**config.mk**
```make
export PLATFORM = sky130hd
export DESIGN_NAME = multicycle_cpu
export DESIGN_NICKNAME = d
export VERILOG_FILES = /design/src/rtl/cpu_pkg.sv /design/src/rtl/cpu_alu.sv /design/src/rtl/multicycle_cpu.sv
export SDC_FILE = /design/constraint.sdc
export NUM_CORES = 2
export LEC_CHECK = 0
export CELL_PAD_IN_SITES_DETAIL_PLACEMENT = 2
export CELL_PAD_IN_SITES_GLOBAL_PLACEMENT = 2
export CORE_UTILIZATION = 43
export DETAILED_ROUTE_END_ITERATION = 16
export PLACE_DENSITY_LB_ADDON = 0.1
export REMOVE_ABC_BUFFERS = 1
export SKIP_LAST_GASP = 1
export SLEW_MARGIN = 20
export SYNTH_ARGS = -nofsm -noshare
export SYNTH_HDL_FRONTEND = slang
export SYNTH_SLANG_ARGS = --single-unit
```
**constraint.sdc**
```tcl
create_clock -name clk -period 9.3 [get_ports clk]
set_clock_uncertainty 0.15 [all_clocks]
set_input_delay 0.93 -clock clk [delete_from_list [all_inputs] [get_ports clk]]
set_output_delay 0.93 -clock clk [all_outputs]
set_load 0.05 [all_outputs]
```
**src/rtl/cpu_pkg.sv**
```systemverilog
// Shared definitions for the multicycle CPU: opcodes, R-type functs,
// FSM states and ALU operation codes.
package cpu_pkg;

    localparam logic [5:0] OP_RTYPE = 6'h00;
    localparam logic [5:0] OP_ADDI  = 6'h08;
    localparam logic [5:0] OP_LW    = 6'h23;
    localparam logic [5:0] OP_SW    = 6'h2B;
    localparam logic [5:0] OP_BEQ   = 6'h04;
    localparam logic [5:0] OP_BNE   = 6'h05;
    localparam logic [5:0] OP_J     = 6'h02;
    localparam logic [5:0] OP_JAL   = 6'h03;
    localparam logic [5:0] OP_IN    = 6'h3C;
    localparam logic [5:0] OP_OUT   = 6'h3D;
    localparam logic [5:0] OP_HLT   = 6'h3F;

    localparam logic [5:0] FN_ADD = 6'h20;
    localparam logic [5:0] FN_SUB = 6'h22;
    localparam logic [5:0] FN_AND = 6'h24;
    localparam logic [5:0] FN_OR  = 6'h25;
    localparam logic [5:0] FN_SLT = 6'h2A;
    localparam logic [5:0] FN_SLL = 6'h00;
    localparam logic [5:0] FN_SRL = 6'h02;
    localparam logic [5:0] FN_JR  = 6'h08;

    localparam logic [4:0] LINK_REG = 5'd31;

    typedef enum logic [2:0] {
        FETCH,
        DECODE,
        EXEC,
        MEM,
        WB,
        STOP
    } state_t;

    typedef enum logic [2:0] {
        ALU_ADD,
        ALU_SUB,
        ALU_AND,
        ALU_OR,
        ALU_SLT,
        ALU_SLL,
        ALU_SRL
    } alu_op_t;

endpackage

```
**src/rtl/cpu_alu.sv**
```systemverilog
// Combinational ALU: add/sub with signed-overflow flag, logic ops,
// signed set-less-than and shamt-driven logical shifts of operand b.
module cpu_alu
    import cpu_pkg::*;
#(
    parameter int DATA_W = 32
) (
    input  alu_op_t                  op,
    input  logic signed [DATA_W-1:0] a,
    input  logic signed [DATA_W-1:0] b,
    input  logic        [4:0]        shamt,
    output logic signed [DATA_W-1:0] y,
    output logic                     zero,
    output logic                     ovf
);

    always_comb begin
        y   = '0;
        ovf = 1'b0;
        case (op)
            ALU_ADD: begin
                y   = a + b;
                ovf = (a[DATA_W-1] == b[DATA_W-1]) && (y[DATA_W-1] != a[DATA_W-1]);
            end
            ALU_SUB: begin
                y   = a - b;
                ovf = (a[DATA_W-1] != b[DATA_W-1]) && (y[DATA_W-1] != a[DATA_W-1]);
            end
            ALU_AND: y = a & b;
            ALU_OR:  y = a | b;
            ALU_SLT: y = (a < b) ? DATA_W'(1) : '0;
            // Shift amounts at or beyond the word width flush to zero.
            ALU_SLL: y = (int'(shamt) >= DATA_W) ? '0 : (b << shamt);
            ALU_SRL: y = (int'(shamt) >= DATA_W) ? '0 : (b >> shamt);
            default: y = '0;
        endcase
        zero = (y == '0);
    end

endmodule

```
**src/rtl/multicycle_cpu.sv**
```systemverilog
// Multicycle CPU with one shared req/ready memory port and an internal FSM.
// Define OVF_TRAP_EN to trap signed ADD/SUB/ADDI overflow into STOP (adds port ovf).
module multicycle_cpu
    import cpu_pkg::*;
#(
    parameter int                DATA_W = 32,
    parameter int                ADDR_W = 16,
    parameter int                NREGS  = 32,
    parameter logic [ADDR_W-1:0] RST_PC = '0
) (
    input  logic              clk,
    input  logic              reset,
    input  logic              halt,
    output logic              mem_req,
    output logic              mem_we,
    output logic [ADDR_W-1:0] mem_addr,
    output logic [DATA_W-1:0] mem_wdata,
    input  logic [DATA_W-1:0] mem_rdata,
    input  logic              mem_ready,
    input  logic [15:0]       switches,
    output logic [DATA_W-1:0] display,
    output logic              display_valid,
    output logic [ADDR_W-1:0] pc,
    output logic              halted
`ifdef OVF_TRAP_EN
    ,
    output logic              ovf
`endif
);

    state_t                   state;
    logic [31:0]              ir;
    logic signed [DATA_W-1:0] a_reg, b_reg, res;
    logic [DATA_W-1:0]        regs [NREGS];

    logic [5:0]               op, funct;
    logic [4:0]               rs, rt, rd, shamt, wb_idx;
    logic [15:0]              imm;
    logic signed [DATA_W-1:0] imm_sext, alu_b, alu_y;
    logic                     alu_zero, alu_ovf, r_alu;
    alu_op_t                  alu_op;
    logic [ADDR_W-1:0]        npc;

    assign op       = ir[31:26];
    assign rs       = ir[25:21];
    assign rt       = ir[20:16];
    assign rd       = ir[15:11];
    assign shamt    = ir[10:6];
    assign funct    = ir[5:0];
    assign imm      = ir[15:0];
    assign imm_sext = DATA_W'($signed(imm));

    function automatic logic [DATA_W-1:0] rf_read(input logic [4:0] idx);
        if (idx == 5'd0 || int'(idx) >= NREGS)
            return '0;
        return regs[idx];
    endfunction

    always_comb begin
        alu_op = ALU_ADD;
        alu_b  = b_reg;
        r_alu  = 1'b0;
        case (op)
            OP_RTYPE: begin
                r_alu = 1'b1;
                case (funct)
                    FN_ADD:  alu_op = ALU_ADD;
                    FN_SUB:  alu_op = ALU_SUB;
                    FN_AND:  alu_op = ALU_AND;
                    FN_OR:   alu_op = ALU_OR;
                    FN_SLT:  alu_op = ALU_SLT;
                    FN_SLL:  alu_op = ALU_SLL;
                    FN_SRL:  alu_op = ALU_SRL;
                    default: r_alu  = 1'b0;
                endcase
            end
            OP_ADDI: alu_b = imm_sext;
            OP_BEQ, OP_BNE: alu_op = ALU_SUB;
            default: ;
        endcase
    end

    cpu_alu #(.DATA_W(DATA_W)) u_alu (
        .op    (alu_op),
        .a     (a_reg),
        .b     (alu_b),
        .shamt (shamt),
        .y     (alu_y),
        .zero  (alu_zero),
        .ovf   (alu_ovf)
    );

`ifndef OVF_TRAP_EN
    logic unused_alu_ovf;
    assign unused_alu_ovf = alu_ovf;
`endif

    // pc already holds pc+1 by EXEC, so branch offsets are relative to it.
    always_comb begin
        npc = pc;
        case (op)
            OP_BEQ:   if (alu_zero)  npc = pc + ADDR_W'(imm_sext);
            OP_BNE:   if (!alu_zero) npc = pc + ADDR_W'(imm_sext);
            OP_J,
            OP_JAL:   npc = ir[ADDR_W-1:0];
            OP_RTYPE: if (funct == FN_JR) npc = a_reg[ADDR_W-1:0];
            default:  ;
        endcase
    end

    always_comb begin
        wb_idx = rt;
        if (op == OP_RTYPE)
            wb_idx = rd;
        else if (op == OP_JAL)
            wb_idx = LINK_REG;
    end

    always_ff @(posedge clk) begin
        if (reset) begin
            state         <= FETCH;
            pc            <= RST_PC;
            mem_req       <= 1'b0;
            mem_we        <= 1'b0;
            mem_addr      <= '0;
            mem_wdata     <= '0;
            display       <= '0;
            display_valid <= 1'b0;
            halted        <= 1'b0;
`ifdef OVF_TRAP_EN
            ovf           <= 1'b0;
`endif
            for (int i = 0; i < NREGS; i++)
                regs[i] <= '0;
        end else begin
            display_valid <= 1'b0;
            case (state)
                FETCH: begin
                    if (mem_req) begin
                        if (mem_ready) begin
                            ir      <= 32'(mem_rdata);
                            mem_req <= 1'b0;
                            state   <= DECODE;
                        end
                    end else if (!halt) begin
                        mem_req  <= 1'b1;
                        mem_we   <= 1'b0;
                        mem_addr <= pc;
                    end
                end
                DECODE: begin
                    a_reg <= rf_read(rs);
                    b_reg <= rf_read(rt);
                    pc    <= pc + 1'b1;
                    // Display is loaded here so the pulse lands in OUT's EXEC cycle.
                    if (op == OP_OUT) begin
                        display       <= rf_read(rs);
                        display_valid <= 1'b1;
                    end
                    state <= EXEC;
                end
                EXEC: begin
                    case (op)
                        OP_RTYPE, OP_ADDI: begin
                            if (op == OP_ADDI || r_alu) begin
                                res   <= alu_y;
                                state <= WB;
`ifdef OVF_TRAP_EN
                                if (alu_ovf) begin
                                    state  <= STOP;
                                    halted <= 1'b1;
                                    ovf    <= 1'b1;
                                end
`endif
                            end else begin
                                pc       <= npc;
                                state    <= FETCH;
                                mem_req  <= !halt;
                                mem_we   <= 1'b0;
                                mem_addr <= npc;
                            end
                        end
                        OP_IN: begin
                            res   <= DATA_W'(switches);
                            state <= WB;
                        end
                        OP_JAL: begin
                            res   <= DATA_W'(pc);
                            pc    <= npc;
                            state <= WB;
                        end
                        OP_LW, OP_SW: begin
                            mem_req   <= 1'b1;
                            mem_we    <= (op == OP_SW);
                            mem_addr  <= ADDR_W'(a_reg + imm_sext);
                            mem_wdata <= b_reg;
                            state     <= MEM;
                        end
                        OP_HLT: begin
                            state  <= STOP;
                            halted <= 1'b1;
                        end
                        default: begin
                            pc       <= npc;
                            state    <= FETCH;
                            mem_req  <= !halt;
                            mem_we   <= 1'b0;
                            mem_addr <= npc;
                        end
                    endcase
                end
                MEM: begin
                    if (mem_ready) begin
                        mem_we <= 1'b0;
                        if (op == OP_LW) begin
                            res     <= mem_rdata;
                            mem_req <= 1'b0;
                            state   <= WB;
                        end else begin
                            state    <= FETCH;
                            mem_req  <= !halt;
                            mem_addr <= pc;
                        end
                    end
                end
                WB: begin
                    if (wb_idx != 5'd0 && int'(wb_idx) < NREGS)
                        regs[wb_idx] <= res;
                    state    <= FETCH;
                    mem_req  <= !halt;
                    mem_we   <= 1'b0;
                    mem_addr <= pc;
                end
                STOP: ;
                default: state <= FETCH;
            endcase
        end
    end

endmodule

```
Word-level counts from Yosys, hierarchy flattened:

Memories as Yosys holds them, arrays and structs flattened. A register that Yosys moved wholly into a read port is not among the register bits.
Index checks and enable logic that the tools add are counted.

* add/subtract/negate cells: 5
* $lt $le $gt $ge: 1
* equal/unequal tests: 40
* shifts and indexed selects: 2
* mux-type cells: 74
* bitwise operators: 5
* reductions and logical operators: 34

Operators with widths (number)
* $mux 32: 10
* $pmux 32 s7: 1
* $mux 16: 8
* $pmux 16 s4: 2
* $pmux 32 s3: 1
* $pmux 16 s2: 2
* $pmux 32 s2: 1
* $eq 6x6->1 const B: 10
* $pmux 16 s3: 1
* $add 16x16->16: 2
* $add 32x32->32: 1
* $and 32x32->32: 1
* $logic_not 32->1: 1
* $lt 32x32->1: 1
* $or 32x32->32: 1
* $reduce_or 32->1: 1
* $shl 32x5->32: 1
* $shr 32x5->32: 1
* $sub 32x32->32: 1
* $mux 1: 30
* $mux 5: 5
* $eq 6x2->1 const B: 3
* $ne 2x2->1 const B: 9
* $pmux 3 s6: 1
* 32 further kinds: 66

* register bits after elaboration: 231
* memory bits (writable): 1024
* input port bits: 52
* output and inout bits: 100
* logic and storage cells: 175
* memories: 1

Memory list
* regs: depth 32, width 32, rd ports 2, clocked after memory_dff 2, write ports 32, line multicycle_cpu.sv:34 `logic [DATA_W-1:0] regs [NREGS];`

Logic depth before layout (Yosys ltp):

* depth after elaboration: 11
* mapped depth: 30
* gate-level depth less buffers: 21

Cells and area by module:

Synthesis repeated with hierarchy kept, for this count alone.

* cell total of the unflattened synthesis: 5715
* area, all modules: 75103.3 sq um

By module, submodules not included
* multicycle_cpu: times used 1, cells each 4386, area an instance 65709.3 sq um
* cpu_alu: times used 1, cells each 1329, area an instance 9394.0 sq um

Worst setup path before layout:

Ideal clock, no wire load.

* path type: flip-flop to flip-flop
* from: register ir[29]
* to: register mem_addr[14]
* arrival: 6.334 ns
* data required time: 9.030 ns
* slack: 2.696 ns
* cell stages (with the launch flop): 29
* cells stage by stage: edfxtp_1 -> buf_4 -> nor3b_2 -> nand2_1 -> clkbuf_1 -> clkbuf_1 -> buf_1 -> buf_1 -> nor2_1 -> a21o_1 -> inv_1 -> ha_1 -> clkbuf_1 -> nor2_1 -> a211oi_1 -> a2111oi_0 -> o2111ai_1 -> and2_1 -> o21a_1 -> a221o_1 -> a21o_1 -> nor4_1 -> and3_1 -> and4_1 -> buf_6 -> xnor2_2 -> and3_1 -> or3_1 -> o31a_1

* longest elaborated chain between the ends: 11
* elaborated cells on any way between the ends: 46
* classes of those cells: 2 x add/sub; 1 x order compare; 18 x eq/ne; 2 x shift; 11 x mux; 2 x bitwise; 10 x reduce/logical

RTL lines
* from (decl): line multicycle_cpu.sv:32 `logic [31:0] ir;`
* from (signal assigned): line multicycle_cpu.sv:141 `ir <= 32'(mem_rdata);`
* $eq 6x4->1 or $eq 6x3->1 (tied branches)
* $mux 32 or $reduce_or 2->1 (tied branches): line multicycle_cpu.sv:63 `case (op)`
* $lt 32x32->1 or $pmux 3 s2 (tied branches): line cpu_alu.sv:31, multicycle_cpu.sv:63
* $mux 1 (tied with other cells): line cpu_alu.sv:31 `ALU_SLT: y = (a < b) ? DATA_W'(1) : '0;`
* $pmux 32 s7: line cpu_alu.sv:20 `case (op)`
* $logic_not 32->1: line cpu_alu.sv:37 `zero = (y == '0);`
* $mux 16 (on tied branches): line multicycle_cpu.sv:103, multicycle_cpu.sv:102
* $pmux 16 s4: line multicycle_cpu.sv:101 `case (op)`
* $mux 16: line multicycle_cpu.sv:165 `if (op == OP_ADDI || r_alu) begin`
* $pmux 16 s3: line multicycle_cpu.sv:163 `case (op)`
* $pmux 16 s4: line multicycle_cpu.sv:137 `case (state)`
* to (signal assigned): line multicycle_cpu.sv:148 `mem_addr <= pc;`
* to (signal assigned): line multicycle_cpu.sv:180 `mem_addr <= npc;`
* to (signal assigned): line multicycle_cpu.sv:195 `mem_addr <= ADDR_W'(a_reg + imm_sext);`
* to (decl): line multicycle_cpu.sv:16 `output logic [ADDR_W-1:0] mem_addr,`

Parallel ways exist; a longest one is shown, timed or not. The select of a mux whose other input is x is not followed.
A chain may end at the register's enable or synchronous reset.

Final worst setup path:

* from: register ir[26]
* to: register pc[5]

* longest elaborated chain between the ends: 11
* elaborated cells on any way between the ends: 44
* classes of those cells: 2 x add/sub; 1 x order compare; 17 x eq/ne; 2 x shift; 11 x mux; 2 x bitwise; 9 x reduce/logical

RTL lines
* $eq 6x4->1 or $eq 6x3->1 (tied branches)
* $mux 32 or $reduce_or 2->1 (tied branches): line multicycle_cpu.sv:63
* $lt 32x32->1 or $pmux 3 s2 (tied branches): line cpu_alu.sv:31, multicycle_cpu.sv:63
* $mux 1 (tied with other cells): line cpu_alu.sv:31
* $pmux 32 s7: line cpu_alu.sv:20
* $logic_not 32->1: line cpu_alu.sv:37
* $mux 16 (on tied branches): line multicycle_cpu.sv:103, multicycle_cpu.sv:102
* $pmux 16 s4: line multicycle_cpu.sv:101
* $mux 16: line multicycle_cpu.sv:165
* $pmux 16 s2: line multicycle_cpu.sv:163
* $pmux 16 s2: line multicycle_cpu.sv:137
* to (signal assigned): line multicycle_cpu.sv:154 `pc <= pc + 1'b1;`
* to (signal assigned): line multicycle_cpu.sv:176 `pc <= npc;`
* to (signal assigned): line multicycle_cpu.sv:189 `pc <= npc;`
* to (decl): line multicycle_cpu.sv:23 `output logic [ADDR_W-1:0] pc,`

Parallel ways exist; a longest one is shown, timed or not. The select of a mux whose other input is x is not followed.

==> reports/results.ini <==
[clock_network]
htreeDepth = 4
clk_pin_slew_worst_paths_ps = 60
cts_num_sinks = 1265
ctsHoldBuffers = 0
cts_tree = yes
cts_setup_buffers = 0
cts-root-buf = clkbuf_16
numCtsBuffers = 147
ctsResizeCount = 0
clockBufferDepth = 3
insertion_delay_ps = 820

[drt]
vias = 55470
antenna_left = 0
dr.pass1.iters = 5
drt_iter0_drc = 6413
drc = 0
routed_wl_um = 325800
routed_via_density = 6.786
wl_per_cell_um = 39.86

[hold_path]
hold_end = mem_wdata[8]$_SDFFE_PP0P_
hold_class = reg2reg
min_path_cells = 2
worstHoldStart = mem_wdata[8]$_SDFFE_PP0P_

[global_routing]
grt_max_degree = 104
grtUsageMet1_pct = 47.56
grt_pass1_wl_um = 457200
grt_antenna_before_repair = 27
met3_usage_pct = 6.309
grt_pass1_vias = 58530
grt_util_all_layers_pct = 37.14
grt-busiest-layer = met2
grt.overflow.total = 0
grt_use_met2_pct = 61.39

[power_and_ir_drop]
leakagePower_nw = 29.80
power_per_cell_area_nw_per_um2 = 164.6
vdd_drop_max_mv = 0.1764

[worst_setup_path]
max_stage_delay_ps = 910
timing.rr.start = ir[26]$_DFFE_PP_
reg2regPathDepth = 19
cp.required_ps = 9810
worstPathArrival_ps = 8840
worst_path_most_repeated_cell = a21o_1
path_max_fanout = 23
crit_path_start_kind = flip-flop
crit_type = reg2reg
cp_slowest_cell = a2111oi_0
rrSetupSlack_ps = 970
crit_chain = or3b_1, nor2_4, mux2i_1, ha_1, nor2b_1, o221ai_1, a2111oi_0, o2111ai_1, a21o_1, a211oi_1, o211ai_1, a311oi_1, nand4_1, nor4_2, and4_1, xnor2_2, a21o_1, a221oi_1, o22ai_1
cp-end-kind = flip-flop
r2r-end = pc[5]$_SDFFE_PP0P_

[yosys]
synth.largest_area_cell = edfxtp_1
async_flop_share_pct = 0
synth-seq-cells = 1265
synth.top_cells.by_count = edfxtp_1, and2_1, mux4_2
avgSynthCellArea_um2 = 12.92
ys_seq_area_share_pct = 49.32
synth_area_um2 = 74720
synthTopCellsByArea = edfxtp_1, mux4_2, and2_1, dfxtp_1, clkbuf_1
synth_most_common_cell = edfxtp_1
yosysWarningCount = 0
ys_dominant_reg_cell = edfxtp_1
synth.distinct_cells = 94
synth_edf_count = 1152
netlist_instances = 5785
synth_top_area_share_pct = 46.30

[die]
start_util_pct = 43.41
ios = 152
core_um2 = 172100
chipWidth_um = 418.9
num_rows = 152
die_h_um = 418.9
die-area_um2 = 175400

[cells_and_area]
top_register = regs
finalNetCount = 5923
drive_above_1_share_pct = 20.39
syn_to_final_growth_pct = 12.19
fillers = 16360
largest_reg_flops = 1024
final_cells = 8174
multi_input_area_um2 = 36130
seqCellArea_um2 = 36890
final_cell_area_um2 = 83830

[sta]
slew_headroom_pct = 19.05
worstMarginPinSlew_ps = 1214
report.final.slew_viol_count = 0
setup_viol = 0
hold_viol = 0
rsz0062_at_grt = false
period_needed_ps = 8330
fmax_mhz = 120.0
finalCritPeriodShare_pct = 89.57

[placement]
gp_congestion = 0.9837
hpwlAfterDp_um = 214700
placed_cells = 7896
placed_area_um2 = 79140
io_buffers = 151

[run_status]
status = completed

[flow_run]
cap_violations = 0

## layout by cell type, fill, tap and decap left out, types with 26 or more instances in the layout
cell             instances
a211oi_1                34
a21o_1                  38
a21oi_1                242
a22oi_1                 38
a31oi_1                 43
and2_1                 998
and3_1                  26
buf_4                  155
clkbuf_1                51
clkbuf_16              147
clkdlybuf4s50_1        150
clkinv_1                28
conb_1                  32
dfxtp_1                103
edfxtp_1              1152
ha_1                   127
inv_1                  116
mux2i_1                126
mux4_2                 677
nand2_1                371
nand3_1                 54
nor2_1                 264
nor2_4                  37
nor3_1                  56
o211ai_1                31
o21ai_0                125
o21ai_4                 31
xnor2_1                 33
## metrics by stage
stage / hold slack [ps] / TNS (ps) / total power [mW] / worst slack (ps) / util (%)
after floorplan: 281.8 / -279180 / 7.602 / -2929 / -
after global placement: 292.2 / 0 / 8.067 / 1356 / 45.98
after detailed placement: 299.6 / 0 / 8.127 / 1245 / 45.98
after CTS: 308.6 / 0 / 13.82 / 1175 / 48.64
after global routing: 326.0 / 0 / 14.08 / 765.8 / 48.70
final: 303.7 / 0 / 13.80 / 970.0 / 48.71
## power by group
group,internal [mW],total (mW),leakage (nW),switching [mW]
sequential,6.38,6.54,12.6,0.164
combinational,0.583,1.51,14.9,0.923
clock,3.20,5.75,2.21,2.56
## logic make-up after synthesis
| kind of cell | count (synthesis) | share of synthesized area (%) |
|---|---|---|
| mux | 822 | 22.38 |
| buf+inv | 662 | 3.418 |
| compound gates | 887 | 7.898 |
| flops | 1265 | 49.32 |
| other cells | 1 | 0.005019 |
| simple gates | 1970 | 14.18 |
| xor+xnor | 47 | 0.5610 |
| fa+ha+maj | 131 | 2.234 |
## per-layer routing
layer  wire, µm  vias up  share of wire [%]
li1           -    21990                  -
met1     124700    29790                 38
met2     158900     2924                 49
met3      25000      749                7.7
met4      17090       18                5.2
met5        122        -              0.037
## critical path: cells and delay by family (launching register included)
kind | cells | cell delay (ps)
mux | 1 | 520
compound gates | 10 | 3750
simple gates | 6 | 2220
flops | 1 | 740
xor+xnor | 1 | 350
fa+ha+maj | 1 | 440
## area by class of cell
cell class,count,share of cell area (%)
Antenna cell,7,0.02090
Clock buffer,198,4.616
Clock inverter,68,0.8523
Inverter,121,0.5448
Multi-Input combinational cell,3889,43.10
Sequential cell,1265,44.00
Tap cell,2310,3.448
Timing Repair Buffer,316,3.416
## how the worst max path moves through the flow
stage / start / end / slack, ps / cells after the start
6_report: ir[26]$_DFFE_PP_ / pc[5]$_SDFFE_PP0P_ / 970 / 19
5_1_grt: ir[26]$_DFFE_PP_ / pc[5]$_SDFFE_PP0P_ / 770 / 19
4_1_cts: ir[26]$_DFFE_PP_ / pc[5]$_SDFFE_PP0P_ / 1170 / 19
3_5_place_dp: ir[26]$_DFFE_PP_ / mem_addr[14]$_SDFFE_PP0P_ / 1250 / 19
3_3_place_gp: ir[26]$_DFFE_PP_ / mem_addr[14]$_SDFFE_PP0P_ / 1360 / 19
2_1_floorplan: flip-flop / a_reg[0]$_DFFE_PP_ / -2930 / 4
No activity file was read; power rests on OpenSTA's default activity.
